**src/rtl/uart_pkg.sv**
```systemverilog
`default_nettype none
// ============================================================================
//  Module      : uart_pkg
//  Description : Shared link constants, packet type and transmitter state
//                encoding. Both ends of the link import this package so the
//                bit period is computed identically on each side.
//  Revision    : 1.0 - initial release
// ============================================================================
package uart_pkg;

    localparam int CLK_HZ       = 100_000_000;
    localparam int BAUD_RATE    = 9600;
    localparam int SAMP_PER_BIT = 16;
    localparam int PKT_LNGTH    = 162;
    localparam int WAIT_TIME    = 20_000_000;

    // Truncate to whole oversample ticks first so the transmitter bit period
    // equals the receiver's sampled bit period exactly.
    localparam int CLK_PER_BIT  = (CLK_HZ / (SAMP_PER_BIT * BAUD_RATE)) * SAMP_PER_BIT;

    // Idle-high interval: receiver arm time (ns -> 10 ns clocks) plus one bit.
    localparam int GUARD_CLKS   = WAIT_TIME / 10 + CLK_PER_BIT;

    localparam int CNT_W        = 22;
    localparam int BIT_IDX_W    = 8;

    typedef logic [PKT_LNGTH-1:0] pkt_t;

    typedef enum logic [4:0] {
        ST_IDLE  = 5'b00001,
        ST_GUARD = 5'b00010,
        ST_START = 5'b00100,
        ST_DATA  = 5'b01000,
        ST_STOP  = 5'b10000
    } state_e;

endpackage
`default_nettype wire

```
**src/rtl/uat_bit_timer.sv**
```systemverilog
`default_nettype none
// ============================================================================
//  Module      : uat_bit_timer
//  Description : Loadable down-counter. tc_o is high while the count is zero;
//                the count holds at zero until reloaded.
//  Revision    : 1.0 - initial release
// ============================================================================
module uat_bit_timer #(
    parameter int CNT_W = 22
) (
    input  logic             clk_in,
    input  logic             rst_in,
    input  logic             load_i,
    input  logic [CNT_W-1:0] load_val_i,
    output logic             tc_o
);

    logic [CNT_W-1:0] cnt_q;

    // Reload on request, otherwise count down and stick at zero.
    always_ff @(posedge clk_in or negedge rst_in) begin
        if (!rst_in) begin
            cnt_q <= '0;
        end else if (load_i) begin
            cnt_q <= load_val_i;
        end else if (cnt_q != '0) begin
            cnt_q <= cnt_q - CNT_W'(1);
        end
    end

    assign tc_o = (cnt_q == '0);

endmodule
`default_nettype wire

```
**src/rtl/uat_fsm.sv**
```systemverilog
`default_nettype none
// ============================================================================
//  Module      : uat_fsm
//  Description : Single-wire packet transmitter. Sends an idle-high guard,
//                one low start bit, PKT_LNGTH data bits LSB first and one
//                high stop bit. All outputs come straight from flops.
//  Revision    : 1.0 - initial release
// ============================================================================
module uat_fsm #(
    parameter int GUARD_CLKS  = uart_pkg::GUARD_CLKS,
    parameter int CLK_PER_BIT = uart_pkg::CLK_PER_BIT
) (
    input  logic                          clk_in,
    input  logic                          rst_in,
    input  logic [uart_pkg::PKT_LNGTH-1:0] data_in,
    input  logic                          send,
    output logic                          sig_out,
    output logic                          busy,
    output logic                          done
);

    import uart_pkg::*;

    localparam logic [CNT_W-1:0]     c_GUARD_LOAD = CNT_W'(GUARD_CLKS - 1);
    localparam logic [CNT_W-1:0]     c_BIT_LOAD   = CNT_W'(CLK_PER_BIT - 1);
    localparam logic [BIT_IDX_W-1:0] c_LAST_BIT   = BIT_IDX_W'(PKT_LNGTH - 1);

    state_e               state_q, state_d;
    pkt_t                 shreg_q, shreg_d;
    logic [BIT_IDX_W-1:0] bit_idx_q, bit_idx_d;
    logic                 sig_q, sig_d;
    logic                 busy_q, busy_d;
    logic                 done_q, done_d;
    logic                 tmr_load;
    logic [CNT_W-1:0]     tmr_val;
    logic                 tmr_tc;

    uat_bit_timer #(
        .CNT_W      (CNT_W)
    ) u_timer (
        .clk_in     (clk_in),
        .rst_in     (rst_in),
        .load_i     (tmr_load),
        .load_val_i (tmr_val),
        .tc_o       (tmr_tc)
    );

    // State, shift register and registered line/status outputs.
    always_ff @(posedge clk_in or negedge rst_in) begin
        if (!rst_in) begin
            state_q   <= ST_IDLE;
            shreg_q   <= '0;
            bit_idx_q <= '0;
            sig_q     <= 1'b1;
            busy_q    <= 1'b0;
            done_q    <= 1'b0;
        end else begin
            state_q   <= state_d;
            shreg_q   <= shreg_d;
            bit_idx_q <= bit_idx_d;
            sig_q     <= sig_d;
            busy_q    <= busy_d;
            done_q    <= done_d;
        end
    end

    // Next-state logic; the line value is computed one cycle ahead so the
    // flop presents it exactly on the phase-change edge.
    always_comb begin
        state_d   = state_q;
        shreg_d   = shreg_q;
        bit_idx_d = bit_idx_q;
        sig_d     = sig_q;
        busy_d    = busy_q;
        done_d    = 1'b0;
        tmr_load  = 1'b0;
        tmr_val   = c_BIT_LOAD;

        case (state_q)
            ST_IDLE: begin
                sig_d  = 1'b1;
                busy_d = 1'b0;
                if (send) begin
                    shreg_d  = data_in;
                    busy_d   = 1'b1;
                    state_d  = ST_GUARD;
                    tmr_load = 1'b1;
                    tmr_val  = c_GUARD_LOAD;
                end
            end
            ST_GUARD: begin
                sig_d = 1'b1;
                if (tmr_tc) begin
                    state_d  = ST_START;
                    sig_d    = 1'b0;
                    tmr_load = 1'b1;
                end
            end
            ST_START: begin
                if (tmr_tc) begin
                    state_d   = ST_DATA;
                    bit_idx_d = '0;
                    sig_d     = shreg_q[0];
                    tmr_load  = 1'b1;
                end
            end
            ST_DATA: begin
                if (tmr_tc) begin
                    tmr_load = 1'b1;
                    if (bit_idx_q == c_LAST_BIT) begin
                        state_d = ST_STOP;
                        sig_d   = 1'b1;
                    end else begin
                        shreg_d   = shreg_q >> 1;
                        bit_idx_d = bit_idx_q + BIT_IDX_W'(1);
                        sig_d     = shreg_q[1];
                    end
                end
            end
            ST_STOP: begin
                sig_d = 1'b1;
                if (tmr_tc) begin
                    state_d = ST_IDLE;
                    done_d  = 1'b1;
                    busy_d  = 1'b0;
                end
            end
            default: begin
                // Corrupted state register: park the line high and go idle.
                state_d   = ST_IDLE;
                sig_d     = 1'b1;
                busy_d    = 1'b0;
                bit_idx_d = '0;
            end
        endcase
    end

    assign sig_out = sig_q;
    assign busy    = busy_q;
    assign done    = done_q;

endmodule
`default_nettype wire

```
**config.mk**
```make
export PLATFORM = sky130hd
export DESIGN_NAME = uat_fsm
export DESIGN_NICKNAME = d
export VERILOG_FILES = /design/src/rtl/uart_pkg.sv /design/src/rtl/uat_bit_timer.sv /design/src/rtl/uat_fsm.sv
export SDC_FILE = /design/constraint.sdc
export NUM_CORES = 1
export LEC_CHECK = 0
export CAP_MARGIN = 20
export CORE_UTILIZATION = 38
export CTS_BUF_LIST = sky130_fd_sc_hd__clkbuf_2 sky130_fd_sc_hd__clkbuf_4 sky130_fd_sc_hd__clkbuf_8
export DETAILED_ROUTE_END_ITERATION = 8
export GPL_TIMING_DRIVEN = 0
export SYNTH_ARGS = -nofsm -noshare
export SYNTH_HDL_FRONTEND = slang
export SYNTH_SLANG_ARGS = --single-unit
export TNS_END_PERCENT = 30
```
**constraint.sdc**
```tcl
create_clock -name clk_in -period 4.31 [get_ports clk_in]
set_input_delay 0.431 -clock clk_in [delete_from_list [all_inputs] [get_ports clk_in]]
set_output_delay 0.431 -clock clk_in [all_outputs]
set_load 0.05 [all_outputs]
```
## After elaboration in Yosys (flattened, before gate mapping)

Cells that the tools add are included.

- Multiplexer cells: 30
- Reductions and logical operators: 11
- Add/sub/neg operators: 2
- Eq/ne operators: 13
- Bitwise gates (word level): 2

Operator list:

| cell | number |
|---|---|
| $mux W162 | 3 |
| $pmux W162 S2 | 1 |
| $mux W22 | 2 |
| $mux W21 | 2 |
| $mux W5 | 6 |
| $pmux W5 S5 | 1 |
| $mux W8 | 3 |
| $pmux W8 S3 | 1 |
| $logic_not A22 Y1 | 1 |
| $reduce_bool A22 Y1 | 1 |
| $sub A22 B1 Y22 const B | 1 |
| $ne A2 B2 Y1 const B | 7 |
| $add A8 B1 Y8 const B | 1 |
| $eq A8 B8 Y1 const B | 1 |
| $mux W1 | 8 |
| $reduce_and A4 Y1 | 2 |
| $pmux W1 S3 | 2 |
| $reduce_and A6 Y1 | 1 |
| $reduce_or A3 Y1 | 2 |
| $eq A5 B1 Y1 const B | 1 |
| $eq A5 B2 Y1 const B | 1 |
| $eq A5 B3 Y1 const B | 1 |
| $eq A5 B4 Y1 const B | 1 |
| $eq A5 B5 Y1 const B | 1 |
| 4 further kinds | 7 |

- Output and inout bits: 3
- Word-level logic and storage cells: 65
- Flip-flop bits (word level): 200

## Longest topological paths before layout

Gate-level depths: netlist of run 1.

- Depth after elaboration: 4
- Gate-level depth with buffers: 10

## By module

Synthesis of run 1 repeated with hierarchy kept, for this count alone.

- Cell total of the unflattened synthesis: 793
- Area, all modules: 10,343.7 sq um

By module, submodules not included:

| module | cells an instance | area an instance (sq um) | times used |
|---|---|---|---|
| uat_fsm | 643 | 8,981.1 | 1 |
| uat_bit_timer | 150 | 1,362.6 | 1 |

## Least setup slack after synthesis of run 1

Ideal clock, no wire load.

- Path kind: flip-flop to flip-flop
- Start: register u_timer.cnt_q[11]
- End: register shreg_q[38]
- Setup slack: 1,555 ps
- Data arrival time: 2,634 ps
- Required time: 4,189 ps
- Cell stages (with the launch flop): 11
- Clock period less this slack: 2,755 ps
- Cells stage by stage: dfrtp_1 > or4_1 > clkbuf_1 > or3_1 > clkbuf_2 > or4_1 > buf_2 > buf_6 > buf_6 > o22ai_2 > nor2_1

- Word-level cells in the longest chain between the ends: 3

RTL lines:

| element | RTL line | RTL |
|---|---|---|
| start, declared | uat_bit_timer.sv:18 | `logic [CNT_W-1:0] cnt_q;` |
| start signal, assigned | uat_bit_timer.sv:25 | `cnt_q <= load_val_i;` |
| start signal, assigned | uat_bit_timer.sv:27 | `cnt_q <= cnt_q - CNT_W'(1);` |
| $logic_not A22 Y1 | uat_bit_timer.sv:31 | `assign tc_o = (cnt_q == '0);` |
| $ne A2 B2 Y1 (no line) | - |  |
| $reduce_and A4 Y1 (no line) | - |  |
| end signal, assigned | uat_fsm.sv:59 | `shreg_q <= shreg_d;` |
| end, declared | uat_fsm.sv:29 | `pkt_t shreg_q, shreg_d;` |

No other way between the ends.
A chain may end at the register's enable or synchronous reset.

## Final worst setup path of run 1

- Start: register u_timer.cnt_q[11]
- End: register shreg_q[52]

The elaborated chain is that of the path after synthesis.

==> run metrics, run 1 <==
vias in the first global route=7,708; synthesized flop and latch total=200; Synth Area per Inst=9.858 µm²; Initial DRC Count=442; DR WL/cell=16.81 µm; Synth cell types=51; Net Sw Frac=0.3585; P&R area growth vs syn=26.93%; CTS tree=built; routability congestion estimate=0.8051; number of routed nets with antenna violations=0; maxcap violations=0; Post-CTS Resized=0; HPWL Detailed=16,860 µm; arrival time worst endpoint=3.79 ns; first-pass GRT wire length=between 40,000 and 50,000 µm; Port Buf Inserts=167; Net Count, Synth=1,119; Multi-input gate area=3961 µm²; pre-CTS WS=0.9118 ns; leading area contributor after synthesis=dfrtp_1; Final Setup Violations=0; vias=7,832; Synth top cells by count=dfrtp_1, nor3_1, nor2_1, o22ai_1, o22ai_2; Die W=between 150 and 200 µm; setup total negative slack=0 ns; worst setup path category=register to register; die area=between 20,000 and 30,000 µm²; core area=24,250 µm²; Area contributors post-synth=dfrtp_1, nor3_1, o22ai_2; RSZ-0062 raised after global routing=no; worst-margin pin slew=roughly 0.90 ns; register area=approximately 5000 µm²; Cell Area, Synth=roughly 9400 µm²; synthesized instance count=951; Die H=around 160 µm; gr usage total=0.1998; CTS buffer count=17; CTS H-tree lvls=4; Post-Route WL=24,820 µm; final setup margin=~0.9 ns; CP endpoint kind=register; Logic pwr share=0.314; CTS max path bufs=2; worst skew pair latency=roughly 0.48 ns; f_max=0.2953 GHz; Initial Utilization=0.3866; status=complete, no violations; Max IR drop VDD=between 200 and 250 µV; Worst Skew=0.01887 ns; Async S/R FF share, synth=1.000; sequential area share after synthesis=0.5341; switching power of the nets=2288 µW; final cycle utilization of the critical path=0.7857; final max-slew violation count=0; Critical Path RT=4.72 ns; CTS clk-pin slew, worst paths=about 0.11 ns; final net count=1,307; Post-synth top flop=dfrtp_1; Post-synth EDFFs=0; Rel. slew slack=0.3916; GR Overflow Total=0; Clk pwr share=0.194; PwrDens=536.3 nW/µm²; Final Hold Viols=0; count leader, synth=dfrtp_1; Via-to-Cell Ratio=5.303; Pint=4095 µW; P_leak=0.004466 µW; pin count of the biggest net entering global routing=118; io pins=168; Final min period=3.386 ns; CP Max Fanout=10; Seq pwr share=0.492; fraction of final layout cells sized beyond drive strength 1=0.1172; startpoint types=register; Fillers=2,323; Syn. warnings=0; # rows=57; DRC Markers=0; initial antenna violation count=2; post-CTS setup repair buffer count=0; Fin Hold WS=0.4776 ns; 1st-pass router iterations=4; clk root buf=clkbuf_8; share of the synthesized area in the top cell type=0.5285; # clock sinks=200; Hold Path Class=register to register
cell families after synthesis:
group                    after synthesis  share of synthesized area
AO/OA/AOI/OAI                        223                     0.1962
XOR/XNOR                               6                   0.005605
adder cells (fa/ha/maj)                3                   0.004004
buffers and inverters                 87                    0.04337
flip-flops                           200                     0.5341
multiplexers                           6                   0.006673
AND/OR/NAND/NOR                      426                     0.2101
power by group through the flow:
stage	sequential, µW	clock, µW	combinational [µW]
floorplan	3070	0	1470
global placement	3160	0	1970
detailed placement	3170	0	2020
CTS	3130	1280	2020
global route	3240	1340	2280
finish	3140	1240	2010
cell type report:
cell class,count,share of cell area
tap,324,0.03407
buffer,82,0.03259
antenna,1,0.0002103
clock buffer,18,0.02029
clock inverter,14,0.01356
inverter,5,0.001577
sequential,200,0.4208
timing repair buffer,169,0.1440
multi-input combinational,664,0.3329
final timing paths:
kind	start	end	slack (ns)	depth (start not counted)
min in group asynchronous	rst_in	shreg_q[98]$_DFFE_PN0P_	0.55	2
hold / removal	u_timer.cnt_q[17]$_DFFE_PN0P_	u_timer.cnt_q[17]$_DFFE_PN0P_	0.48	1
max in group asynchronous	rst_in	shreg_q[41]$_DFFE_PN0P_	2.72	3
hold reg to reg	u_timer.cnt_q[17]$_DFFE_PN0P_	u_timer.cnt_q[17]$_DFFE_PN0P_	0.48	1
setup / recovery	u_timer.cnt_q[11]$_DFFE_PN0P_	shreg_q[52]$_DFFE_PN0P_	0.92	9
setup reg to reg	u_timer.cnt_q[11]$_DFFE_PN0P_	shreg_q[52]$_DFFE_PN0P_	0.92	9
sequential cells by signal, indices dropped and copies added (netlist names):
register,flops
done,1
shreg_q,162
bit_idx_q,8
state_q,5
sig_out,1
u_timer.cnt_q,22
busy,1
through the flow:
stage                     power [µW]    util  cell area [µm²]  cells
final                           6382  0.4908            11900   1477
after global routing            6860  0.4907            11900   1476
after floorplan                 4543       -             9375    951
after CTS                       6439  0.4907            11900   1476
after global placement          5126  0.4723            11450   1442
after detailed placement        5190  0.4736            11480   1443
what timing repair did:
item,CTS,global route
hold buffers,1,0
hold endpoints to repair,81,0
setup endpoints to repair,0,0
worst max-delay path, cell delays in order (launching register included):
cell and delay, ns:
dfrtp_1 0.45, or4_1 0.53, clkbuf_1 0.16, or3_1 0.38, clkbuf_2 0.17, nor4_2 0.57
clkbuf_1 0.53, buf_2 0.34, nor3_1 0.07, nor2_1 0.12
layer usage:
| layer | up-vias | GRT usage | part of all wire |
|---|---|---|---|
| met5 | - | 0 | 0.00097 |
| met4 | 4 | 0.04764 | 0.010 |
| met3 | 22 | 0.04558 | 0.050 |
| met2 | 176 | 0.3142 | 0.45 |
| met1 | 3770 | 0.2800 | 0.49 |
| li1 | 3860 | - | - |
cells in the final DEF, fill, tap and decap left out, types with 4 or more instances in the layout:
master / Yosys / layout
a21oi_1: 16 / 16
and3_1: 4 / 4
buf_1: 10 / 10
buf_2: 15 / 15
buf_6: 8 / 8
clkbuf_1: 48 / 48
clkbuf_8: 0 / 17
clkdlybuf4s50_1: 0 / 166
clkinv_4: 0 / 4
dfrtp_1: 198 / 198
inv_1: 5 / 5
inv_8: 0 / 5
mux2i_1: 4 / 4
nand2_1: 22 / 22
nand3_1: 8 / 8
nor2_1: 176 / 176
nor3_1: 177 / 177
nor4_1: 4 / 4
o21a_1: 4 / 4
o21ai_0: 12 / 12
o22ai_1: 94 / 94
o22ai_2: 68 / 68
o31ai_1: 5 / 5
or3_1: 7 / 7
or4_1: 4 / 4
xnor2_1: 4 / 4
Power figures use the tool's default switching activity.
==> inputs of run 2 (changes only) <==
clock period = 3.3 ns   (was 4.31 ns; I/O delays follow)
==> run 2 against run 1 <==
Effect of this change:
- clock power increased by 30%
- clock skew hardly changed
- register-to-register slack worse by 0.78 ns
- sequential share of layout area down 0.051 points
- combinational power is 30% higher
- fmax is 7.2% higher
- critical path depth is 1 higher
- via count rose by 0.10%
==> run metrics, run 2 (synthesis gave the netlist of run 1 again) <==
status=complete, no violations; CP max stage cell=or4_1; Port Buf Inserts=around 170; crit-path leading delay family=simple AND/OR/NAND/NOR gates; Initial Utilization=0.3866; CP Max Fanout=10; Final Setup Violations=0; max reg flops=162; CTS max path bufs=2; vias in the first global route=slightly below 8,000; startpoint types=register; number of routed nets with antenna violations=0; final net count=1,307; RSZ-0062 raised after global routing=no; Initial DRC Count=475; core area=24,250 µm²; CTS clk-pin slew, worst paths=0.11 ns; critical-path cell list=or4_1, clkbuf_1, or3_1, clkbuf_2, or4_1, buf_4, buf_6, buf_6, o22ai_2, nor2_1; CP endpoint kind=register; Rel. slew slack=0.2783; Worst Skew=0.01930 ns; DRC Markers=0; worst path bufs/invs=5; most common cell after layout, fill and taps aside=dfrtp_1; Critical Path RT=approximately 3.7 ns; routability congestion estimate=roughly 0.81; Die W=159.1 µm; 1st-pass router iterations=4; clk root buf=clkbuf_8; HPWL Detailed=~17,000 µm; worst skew pair latency=0.48 ns; post-CTS setup repair buffer count=0; CTS H-tree lvls=4; Hold Path Class=primary input to register; worst-margin pin slew=1.073 ns; Worst path max stage delay=between 0.5 and 0.6 ns; die area=approximately 25,000 µm²; P&R area growth vs syn=27.12%; PwrDens=699.5 nW/µm²; Die H=roughly 160 µm; Post-Route WL=24,800 µm; Via-to-Cell Ratio=5.308; initial antenna violation count=2; leading cell types in the layout, fill and taps excluded=dfrtp_1, nor3_1, nor2_1; Reg with most FFs=shreg_q; CTS buffer count=17; fraction of final layout cells sized beyond drive strength 1=0.1215; Fin Hold WS=between 0.4 and 0.5 ns; Non-Filler Cell Area, Final=11,920 µm²; worst setup path category=register to register; Power Total=8336 µW; final max-slew violation count=0; setup total negative slack=0 ns; register area=5009 µm²; non-filler cells, final=1,477; maxcap violations=0; top flop regs=shreg_q x162, u_timer.cnt_q x22, bit_idx_q x8; post-placement cell area=11,480 µm²; gr usage total=0.1998; CTS tree=built; # clock sinks=200; DR WL/cell=16.79 µm; pin count of the biggest net entering global routing=around 120; total placed cells including tap cells=1,443; Multi-input gate area=3970 µm²; first-pass GRT wire length=40,500 µm; GR Overflow Total=0; f_max=0.3166 GHz; P_leak=0.004481 µW; Final min period=approximately 3.2 ns; # rows=57; Fillers=roughly 2,300; arrival time worst endpoint=3.52 ns; final cycle utilization of the critical path=0.9570; Max IR drop VDD=a little under 300 µV; Final Hold Viols=0; io pins=168; vias=7,840
==> run 2: final timing paths <==
| kind | from | to | slack, ns | depth (start not counted) |
|---|---|---|---|---|
| min in group asynchronous | rst_in | shreg_q[98]$_DFFE_PN0P_ | 0.45 | 2 |
| max in group asynchronous | rst_in | shreg_q[22]$_DFFE_PN0P_ | 1.82 | 3 |
| hold / removal | data_in[161] | shreg_q[161]$_DFFE_PN0P_ | 0.40 | 3 |
| hold reg to reg | u_timer.cnt_q[17]$_DFFE_PN0P_ | u_timer.cnt_q[17]$_DFFE_PN0P_ | 0.48 | 1 |
| setup / recovery | u_timer.cnt_q[11]$_DFFE_PN0P_ | shreg_q[98]$_DFFE_PN0P_ | 0.14 | 10 |
| setup reg to reg | u_timer.cnt_q[11]$_DFFE_PN0P_ | shreg_q[98]$_DFFE_PN0P_ | 0.14 | 10 |
==> run 2: worst min-delay path, stage by stage <==
cell and delay [ns]:
clkdlybuf4s50_1 0.40, nand2_1 0.07, nand2_1 0.05
==> run 2: metal layers <==
metal,GRT usage,vias to the layer above,share of wire
met5,0,-,0.00097
met4,0.04764,4,0.0098
met3,0.04558,22,0.050
met2,0.3142,177,0.45
met1,0.2800,3782,0.49
li1,-,3855,-
==> run 2: metrics by stage <==
stage / util / setup slack, ns
after CTS: 0.4907 / 0.07979
after global placement: 0.4723 / -6.988
final: 0.4915 / 0.1418
after global routing: 0.4914 / 0.01050
after floorplan: - / 0.5450
after detailed placement: 0.4736 / -0.09824
==> run 2: report_power, final <==
group,internal (µW),total [µW],switching [µW]
clock network,644,1610,969
logic,1240,2620,1380
registers,3460,4100,636
==> run 2: repair_timing <==
| action | in CTS | in global routing |
|---|---|---|
| hold buffers | 1 | 0 |
| endpoints found under the setup margin | 100 | 148 |
| pin swaps | 0 | 0 |
| endpoints found under the hold margin | 81 | 0 |
| resized for setup | 1 | 10 |
| gates cloned | 0 | 0 |
==> run 2: final cells by class <==
class                           count  share of cell area
Antenna cell                        1           0.0002100
Buffer                             82             0.03318
Clock buffer                       18             0.02026
Clock inverter                     14             0.01354
Inverter                            5            0.001575
Multi-Input combinational cell    664              0.3331
Sequential cell                   200              0.4203
Tap cell                          324             0.03402
Timing Repair Buffer              169              0.1438
==> inputs of run 3 (changes only) <==
SETUP_SLACK_MARGIN = 0.1   (was not set)
clock period = 3.7 ns   (was 3.3 ns; I/O delays follow)
==> run 3 against run 2 <==
Effect of this change:
- via count grew 0.24%
- worst setup slack gained 0.35 ns
- die area is the same
- critical path type unchanged
- highest routed layer unchanged
==> run metrics, run 3 (synthesis gave the netlist of run 1 again) <==
vias in the first global route=approximately 7,700; Final min period=3.206 ns; P_leak=0.004469 µW; Fillers=2,322; first-pass GRT wire length=about 40,000 µm; Seq pwr share=0.492; Logic pwr share=0.315; pin count of the biggest net entering global routing=about 120; register area=5007 µm²; Die W=159.1 µm; Via-to-Cell Ratio=about 5.3; fraction of final layout cells sized beyond drive strength 1=0.1181; f_max=0.3120 GHz; Max IR drop VDD=between 200 and 300 µV; CP endpoint kind=register; CP Max Fanout=10; max reg flops=between 150 and 200; Port Buf Inserts=between 150 and 200; Multi-input gate area=between 3000 and 4000 µm²; crit-path leading delay family=simple AND/OR/NAND/NOR gates; Worst R2R Start=u_timer.cnt_q[11]$_DFFE_PN0P_; routability congestion estimate=0.8051; GR Overflow Total=0; Reg with most FFs=shreg_q; Final Setup Violations=0; DR WL/cell=16.80 µm; worst skew pair latency=0.48 ns; io pins=168; Rel. slew slack=0.3892; CP max stage cell=nor4_2; Initial DRC Count=450; final max-slew violation count=0; die area=25,300 µm²; Most common cell on crit path=clkbuf_2; Die H=159.1 µm; # rows=57; DRC Markers=0; CP startpoint=u_timer.cnt_q[11]$_DFFE_PN0P_; core area=24,250 µm²; top flop regs=shreg_q x162, u_timer.cnt_q x22, bit_idx_q x8; setup total negative slack=0 ns; Post-Route WL=between 20,000 and 25,000 µm; 1st-pass router iterations=4; Initial Utilization=0.3866; FF-to-FF setup slack=between 0.4 and 0.5 ns; final cycle utilization of the critical path=0.8664; clk root buf=clkbuf_8; gr usage total=0.1998; HPWL Detailed=approximately 17,000 µm; switching power of the nets=2657 µW; worst-margin pin slew=0.9078 ns; critical-path cell list=or4_1, clkbuf_1, or3_1, clkbuf_2, nor4_2, clkbuf_2, buf_2, nor3_1, nor2_1; P&R area growth vs syn=26.94%; RSZ-0062 raised after global routing=no; Hold Path Class=primary input to register; startpoint types=register; post-CTS setup repair buffer count=0; # clock sinks=200; leading cell types in the layout, fill and taps excluded=dfrtp_1, nor3_1, nor2_1; CTS max path bufs=2; CTS H-tree lvls=4; CTS tree=built; Clk pwr share=0.193; Pint=4770 µW; initial antenna violation count=2; worst setup path category=register to register; CTS clk-pin slew, worst paths=0.11 ns; final net count=1,307; Critical Path RT=4.11 ns; Final Hold Viols=0; Net Sw Frac=0.3578; worst hold path startpoint=data_in[161]; arrival time worst endpoint=3.61 ns; Worst path max stage delay=0.58 ns; maxcap violations=0; number of routed nets with antenna violations=0; vias=around 8,000; most common cell after layout, fill and taps aside=dfrtp_1; status=complete, no violations; Worst Skew=0.01884 ns; Finished Core Util=0.4908; PwrDens=about 620 nW/µm²; worst path bufs/invs=4; CTS buffer count=17
## run 3: worst min-delay path, stage by stage
cell and delay [ns]:
clkdlybuf4s50_1 0.40, nand2_1 0.07, nand2_1 0.05
## run 3: cell type report
cell class,count,area share
Antenna cell,1,0.0002103
Buffer,82,0.03270
Clock buffer,18,0.02029
Clock inverter,14,0.01356
Inverter,5,0.001577
Multi-Input combinational cell,664,0.3328
Sequential cell,200,0.4207
Tap cell,324,0.03406
Timing Repair Buffer,169,0.1440
## run 3: path summary, 6_finish.rpt
kind | end | cells past startpoint
max in group asynchronous | shreg_q[22]$_DFFE_PN0P_ | 3
max reg2reg | shreg_q[52]$_DFFE_PN0P_ | 9
min in group asynchronous | shreg_q[98]$_DFFE_PN0P_ | 2
min reg2reg | u_timer.cnt_q[17]$_DFFE_PN0P_ | 1
min | shreg_q[161]$_DFFE_PN0P_ | 3
max | shreg_q[52]$_DFFE_PN0P_ | 9
## run 3: power groups by stage
stage | Sequential (µW) | Combinational [µW] | Clock (µW)
floorplan | 3580 | 1710 | 0
detailed placement | 3690 | 2350 | 0
finish | 3650 | 2340 | 1440
CTS | 3650 | 2360 | 1490
global route | 3770 | 2660 | 1560
global placement | 3680 | 2290 | 0
## run 3: per-layer routing
layer / wire, µm / vias up / share of wire / track usage
li1: - / 3857 / - / -
met1: 11920 / 3793 / 0.48 / 0.2800
met2: 11270 / 183 / 0.45 / 0.3142
met3: 1346 / 22 / 0.054 / 0.04558
met4: 248 / 4 / 0.010 / 0.04764
met5: 24 / - / 0.00097 / 0
## run 3: through the flow
stage	power [µW]	area [µm²]	hold slack, ns	setup slack, ns	instances
final	7427	11900	0.4449	0.4944	1477
after floorplan	5292	9375	0.07441	0.9450	951
after global placement	5971	11450	0.4701	-6.628	1442
after detailed placement	6046	11480	0.4338	0.3018	1443
after global routing	7990	11900	0.4460	0.2337	1476
after CTS	7501	11900	0.4217	0.2637	1476
## run 3: timing repair
| action | 4_1_cts | 5_1_grt |
|---|---|---|
| gates resized for setup | 0 | 2 |
| endpoints found under the hold margin | 81 | 0 |
| setup endpoints to repair | 0 | 94 |
| hold buffers | 1 | 0 |
==> RTL edit 1: new RTL, flow settings as in run 2 <==
`CNT_W` is set to 22 in 2 places; all go to 20.
--- a/src/rtl/uart_pkg.sv
+++ b/src/rtl/uart_pkg.sv
@@ -21,7 +21,7 @@
     // Idle-high interval: receiver arm time (ns -> 10 ns clocks) plus one bit.
     localparam int GUARD_CLKS   = WAIT_TIME / 10 + CLK_PER_BIT;
 
-    localparam int CNT_W        = 22;
+    localparam int CNT_W        = 20;
     localparam int BIT_IDX_W    = 8;
 
     typedef logic [PKT_LNGTH-1:0] pkt_t;
--- a/src/rtl/uat_bit_timer.sv
+++ b/src/rtl/uat_bit_timer.sv
@@ -6,7 +6,7 @@
 //  Revision    : 1.0 - initial release
 // ============================================================================
 module uat_bit_timer #(
-    parameter int CNT_W = 22
+    parameter int CNT_W = 20
 ) (
     input  logic             clk_in,
     input  logic             rst_in,
Function: no difference found for any inputs over 10 cycles, from zero or initial values and one cycle with rst_in low; that may be too few to reach the edited logic, so the function may still have changed.
==> RTL edit 1 against run 2 <==
- design area increased by 2.4%
- worst setup slack better by 0.54 ns
- die area grew 3.1%
- critical path type unchanged
- wire length shrank 1.8%
- combinational power increased by 9.9%
- area after synthesis up 3.1%
- clock skew increased by 0.0068 ns
- sequential cell count shrank 2
- power grew 0.90%
- synthesized cell count decreased by 2.1%
==> RTL edit 1: results (changes against run 2) <==
Post_cts resized: 0 (was 1)
CP Launch Point: u_timer.cnt_q[7] (was u_timer.cnt_q[11])
Final Skew: 0.0261 ns (was 0.0193 ns)
Count of non-CTS inverters in the layout: 6 (was 5)
Initial antenna violation count: 4 (was 2)
Fillers: 2372 (was 2319)
Arrival @ worst endpoint: 2.95 ns (was 3.52 ns)
DR WL/cell: 16.6 um (was 16.8 um)
CTS buffer count: 17 (unchanged)
Reg-to-reg startpoint: u_timer.cnt_q[7] (was u_timer.cnt_q[11])
Post-synth cell types: 57 (was 51)
Antenna cell count: 0 (was 1)
Place WS: 0.642 ns (was -0.0982 ns)
GP Congestion: 0.773 (was 0.805)
Clock Latency Late Sink: 0.47 ns
Clk tree area frac: 0.0311 (was 0.0338)
Multi-input gates: 650 (was 664)
Max FO, Critical Path: 10 (unchanged)
First-pass GRT wire length: 40400 um (was 40500 um)
Area after DPL: 11800 um^2 (was 11500 um^2)
First drt pass iteration count: 5 (was 4)
Leading registers by flop count: shreg_q (162), u_timer.cnt_q (20), bit_idx_q (8) (was shreg_q (162), u_timer.cnt_q (22), bit_idx_q (8))
Crit path launch type: flip-flop (unchanged)
Sequential share of the synthesized area: 0.513 (was 0.534)
Cell total after placement: 1430 (was 1443)
1st-iter DRT viols: 463 (was 475)
Vias in the first global route: 7860 (was 7709)
FF-to-FF path depth: 7 (was 10)
Cells after Synth: 931 (was 951)
Synth area leaders: dfrtp_1, mux2i_1, nand3_1 (was dfrtp_1, nor3_1, o22ai_2)
Non-filler instance count after layout: 1463 (was 1477)
Mapped Nets: 1100 (was 1119)
Total GRT Usage: 0.193 (was 0.200)
Synth cell count leaders: dfrtp_1, nand3_1, mux2i_1 (was dfrtp_1, nor3_1, nor2_1)
Final nets: 1289 (was 1307)
Fin crit share: 0.794 (was 0.957)
Peak supply drop: 0.249 mV (was 0.294 mV)
Pin count of the biggest net entering global routing: 115 (was 118)
Bufs w/o clock: 247 (was 251)
DPL Wire Length: 16700 um (was 16900 um)
Synth Register Bits: 198 (was 200)
FF-to-FF setup slack: 0.68 ns (was 0.14 ns)
Leak: 0.00476 uW (was 0.00448 uW)
Sequential Area: 4960 um^2 (was 5010 um^2)
Mapped cell area: 9670 um^2 (was 9380 um^2)
Status: completed (unchanged)
Layout cells sized above 1: 0.0644 (was 0.122)
Vias per cell: 5.26 (was 5.31)
Crit path capture: shreg_q[8] (was shreg_q[98])
Worst-Margin Slew: 1.04 ns (was 1.07 ns)
Signal buffers share of area: 0.175 (was 0.177)
Fraction of area in multi-input gates: 0.352 (was 0.333)
[RTL edit 1: kinds of logic (layout without fill, tap and decap cells)]
kind of cell | after synthesis | after routing | share of synthesized area
adders and majority gates | 4 | 4 | 0.00518
xor gates and xnor gates | 14 | 14 | 0.0127
buffers and inverters | 83 | 285 | 0.0431
muxes | 163 | 163 | 0.169
DFF | 198 | 198 | 0.513
AOI/OAI and AO/OA | 210 | 210 | 0.118
and+or+nand+nor | 259 | 259 | 0.139
[RTL edit 1: report_power, final]
group	switching, uW	total, uW	internal (uW)
clock network	964	1530	569
registers	555	4000	3440
logic	1610	2880	1270
[RTL edit 1: metrics by stage]
stage,utilization,setup TNS [ns]
6_report,0.487,0
2_1_floorplan,-,0
5_1_grt,0.487,0
4_1_cts,0.487,0
3_5_place_dp,0.472,0
3_3_place_gp,0.469,-1368.84
[RTL edit 1: worst min-delay path by stage]
stage / from / endpoint / slack [ns] / depth (start not counted)
after floorplan: rst_in / bit_idx_q[0] / 0.03 / 0
after global placement: shreg_q[109] / shreg_q[109] / 0.48 / 2
after detailed placement: rst_in / bit_idx_q[7] / 0.44 / 2
after CTS: data_in[161] / shreg_q[161] / 0.41 / 3
after global routing: data_in[73] / shreg_q[73] / 0.44 / 3
final: data_in[161] / shreg_q[161] / 0.44 / 3
[RTL edit 1: worst max-delay path, cell delays in order, from the launching register on]
cell	delay, ns
dfrtp_1	0.42
or4_4	0.57
nor2_1	0.27
nand4b_1	0.29
clkbuf_1	0.40
clkbuf_1	0.33
nand3_1	0.14
o21ai_1	0.07
[RTL edit 1: per-layer routing]
metal	wire, um	up-vias	part of all wire	GRT usage
met1	11800	3755	0.49	0.271
met2	11000	153	0.45	0.301
met4	197	4	0.0081	0.0386
met3	1290	17	0.053	0.0498
met5	26	-	0.0011	0
li1	-	3770	-	-
==> RTL edit 2: new RTL, settings of run 2 <==
Without the edit above. Re-encode `state_e` (5 states) as Gray code, 3 bits wide.
--- a/src/rtl/uart_pkg.sv
+++ b/src/rtl/uart_pkg.sv
@@ -26,12 +26,12 @@
 
     typedef logic [PKT_LNGTH-1:0] pkt_t;
 
-    typedef enum logic [4:0] {
-        ST_IDLE  = 5'b00001,
-        ST_GUARD = 5'b00010,
-        ST_START = 5'b00100,
-        ST_DATA  = 5'b01000,
-        ST_STOP  = 5'b10000
+    typedef enum logic [2:0] {
+        ST_IDLE  = 3'b000,
+        ST_GUARD = 3'b001,
+        ST_START = 3'b011,
+        ST_DATA  = 3'b010,
+        ST_STOP  = 3'b110
     } state_e;
 
 endpackage
Formal check against the unedited RTL: no difference found for any inputs over 10 cycles, from zero or initial values and one cycle with rst_in low; not proved beyond that.
==> RTL edit 2 against run 2 <==
- global-route usage is 2.1 points lower
- sequential share of layout area is 2.3 points lower
- synthesized cell count increased by 13%
- sequential cell count is 2 lower
- non-clock buffer count shrank 22
- wire length down 8.4%
- area after synthesis up 6.2%
- worst setup slack improved by 0.25 ns
- maximum frequency up 8.6%
- critical path depth fell by 1
- design area increased by 4.8%
- highest routed layer unchanged
Power is not compared: it rests on default switching activity, and its combinational part moved more than twofold at a synthesized area within 25%.
==> RTL edit 2: results (changes against run 2) <==
Status: completed (unchanged)
R2r endpoint: shreg_q[48] (was shreg_q[98])
Mapped Nets: 1245 (was 1119)
Non-filler instance count after layout: 1606 (was 1477)
FF-to-FF setup slack: 0.39 ns (was 0.14 ns)
Worst-Margin Slew: 0.811 ns (was 1.07 ns)
WL met3: 1010 um (was 1250 um)
Hold Crit Class: primary input to async pin (was primary input to flip-flop)
Met3 GRT Util: 0.0381 (was 0.0456)
Vias in the first global route: 7650 (was 7709)
Final nets: 1433 (was 1307)
Fillers: 2443 (was 2319)
DR WL/cell: 14.1 um (was 16.8 um)
Vias per cell: 4.85 (was 5.31)
Met2 routed WL: 10500 um (was 11200 um)
Clock Latency Late Sink: 0.46 ns (was 0.48 ns)
Synth area leaders: dfrtp_1, nand2_1, mux2_2 (was dfrtp_1, nor3_1, o22ai_2)
Cell total after placement: 1575 (was 1443)
Peak supply drop: 0.262 mV
CP Launch Point: u_timer.cnt_q[0] (was u_timer.cnt_q[11])
Total GRT Usage: 0.179 (was 0.200)
Initial antenna violation count: 1 (was 2)
M2 GR Usage: 0.289 (was 0.314)
GR Layer Usage met1: 0.248 (was 0.280)
Layout cells sized above 1: 0.112 (was 0.122)
Antenna cell count: 0 (was 1)
Cells after Synth: 1077 (was 951)
GP Congestion: 0.810 (was 0.805)
Wl on met1: 11100 um (was 12100 um)
Sequential share of the synthesized area: 0.498 (was 0.534)
Final Skew: 0.0257 ns (was 0.0193 ns)
1st-iter DRT viols: 419 (was 475)
Synth cell count leaders: nand2_1, dfrtp_1, mux2_2 (was dfrtp_1, nor3_1, nor2_1)
DPL Wire Length: 16200 um (was 16900 um)
First-pass GRT wire length: 38000 um (was 40500 um)
Pin count of the biggest net entering global routing: 114 (was 118)
Slowest stage delay, CP: 0.43 ns (was 0.53 ns)
Worst-path clk slew: 0.11 ns (about the same)
-- RTL edit 2: cell count changes after synthesis, moves of 8 or more --
cell             run 2  this run
nand2_1             22       500
nor2_1             176        22
buf_1               10         0
o21ai_0             12        23
nor3_1             177         9
o22ai_1             94         0
mux2_1               0        79
mux2_2               2        82
clkbuf_1            48        40
o22ai_2             68         0
a21oi_1             16         7
-- RTL edit 2: final cells by class --
type | count | area, um^2 | area share
inverter | 7 | 26.3 | 0.00210
clock inverter | 13 | 169 | 0.0135
clock buffer | 17 | 234 | 0.0187
timing repair buffer | 169 | 1710 | 0.137
buffer | 60 | 309 | 0.0248
multi-input combinational | 812 | 4660 | 0.374
tap | 330 | 413 | 0.0331
sequential | 198 | 4960 | 0.397
-- RTL edit 2: through the flow --
step	setup TNS, ns	hold WS, ns	cell area [um^2]	worst slack (ns)
2_1_floorplan	0	0.0344	9950	0.999
3_3_place_gp	-1340.31	0.467	12000	-6.80
3_5_place_dp	0	0.375	12100	0.378
4_1_cts	0	0.446	12500	0.352
5_1_grt	0	0.461	12500	0.223
6_report	0	0.434	12500	0.392
-- RTL edit 2: what timing repair did --
item,4_1_cts,5_1_grt
gates resized for setup,0,0
setup buffers,0,0
hold buffers,1,0
endpoints found under the hold margin,84,0
-- RTL edit 2: where the power goes --
part	internal, uW	leakage [uW]	switching [uW]
logic	350	0.00333	228
clock network	697	0.000204	928
registers	2590	0.00257	118
total	3630	0.00610	1270
-- RTL edit 2: logic make-up after synthesis --
kind of cell,count (synthesis),share of synthesized area
simple gates,578,0.233
flops,198,0.498
mux,161,0.182
buf+inv,67,0.0337
compound gates,56,0.0375
xor+xnor,14,0.0123
fa+ha+maj,3,0.00377
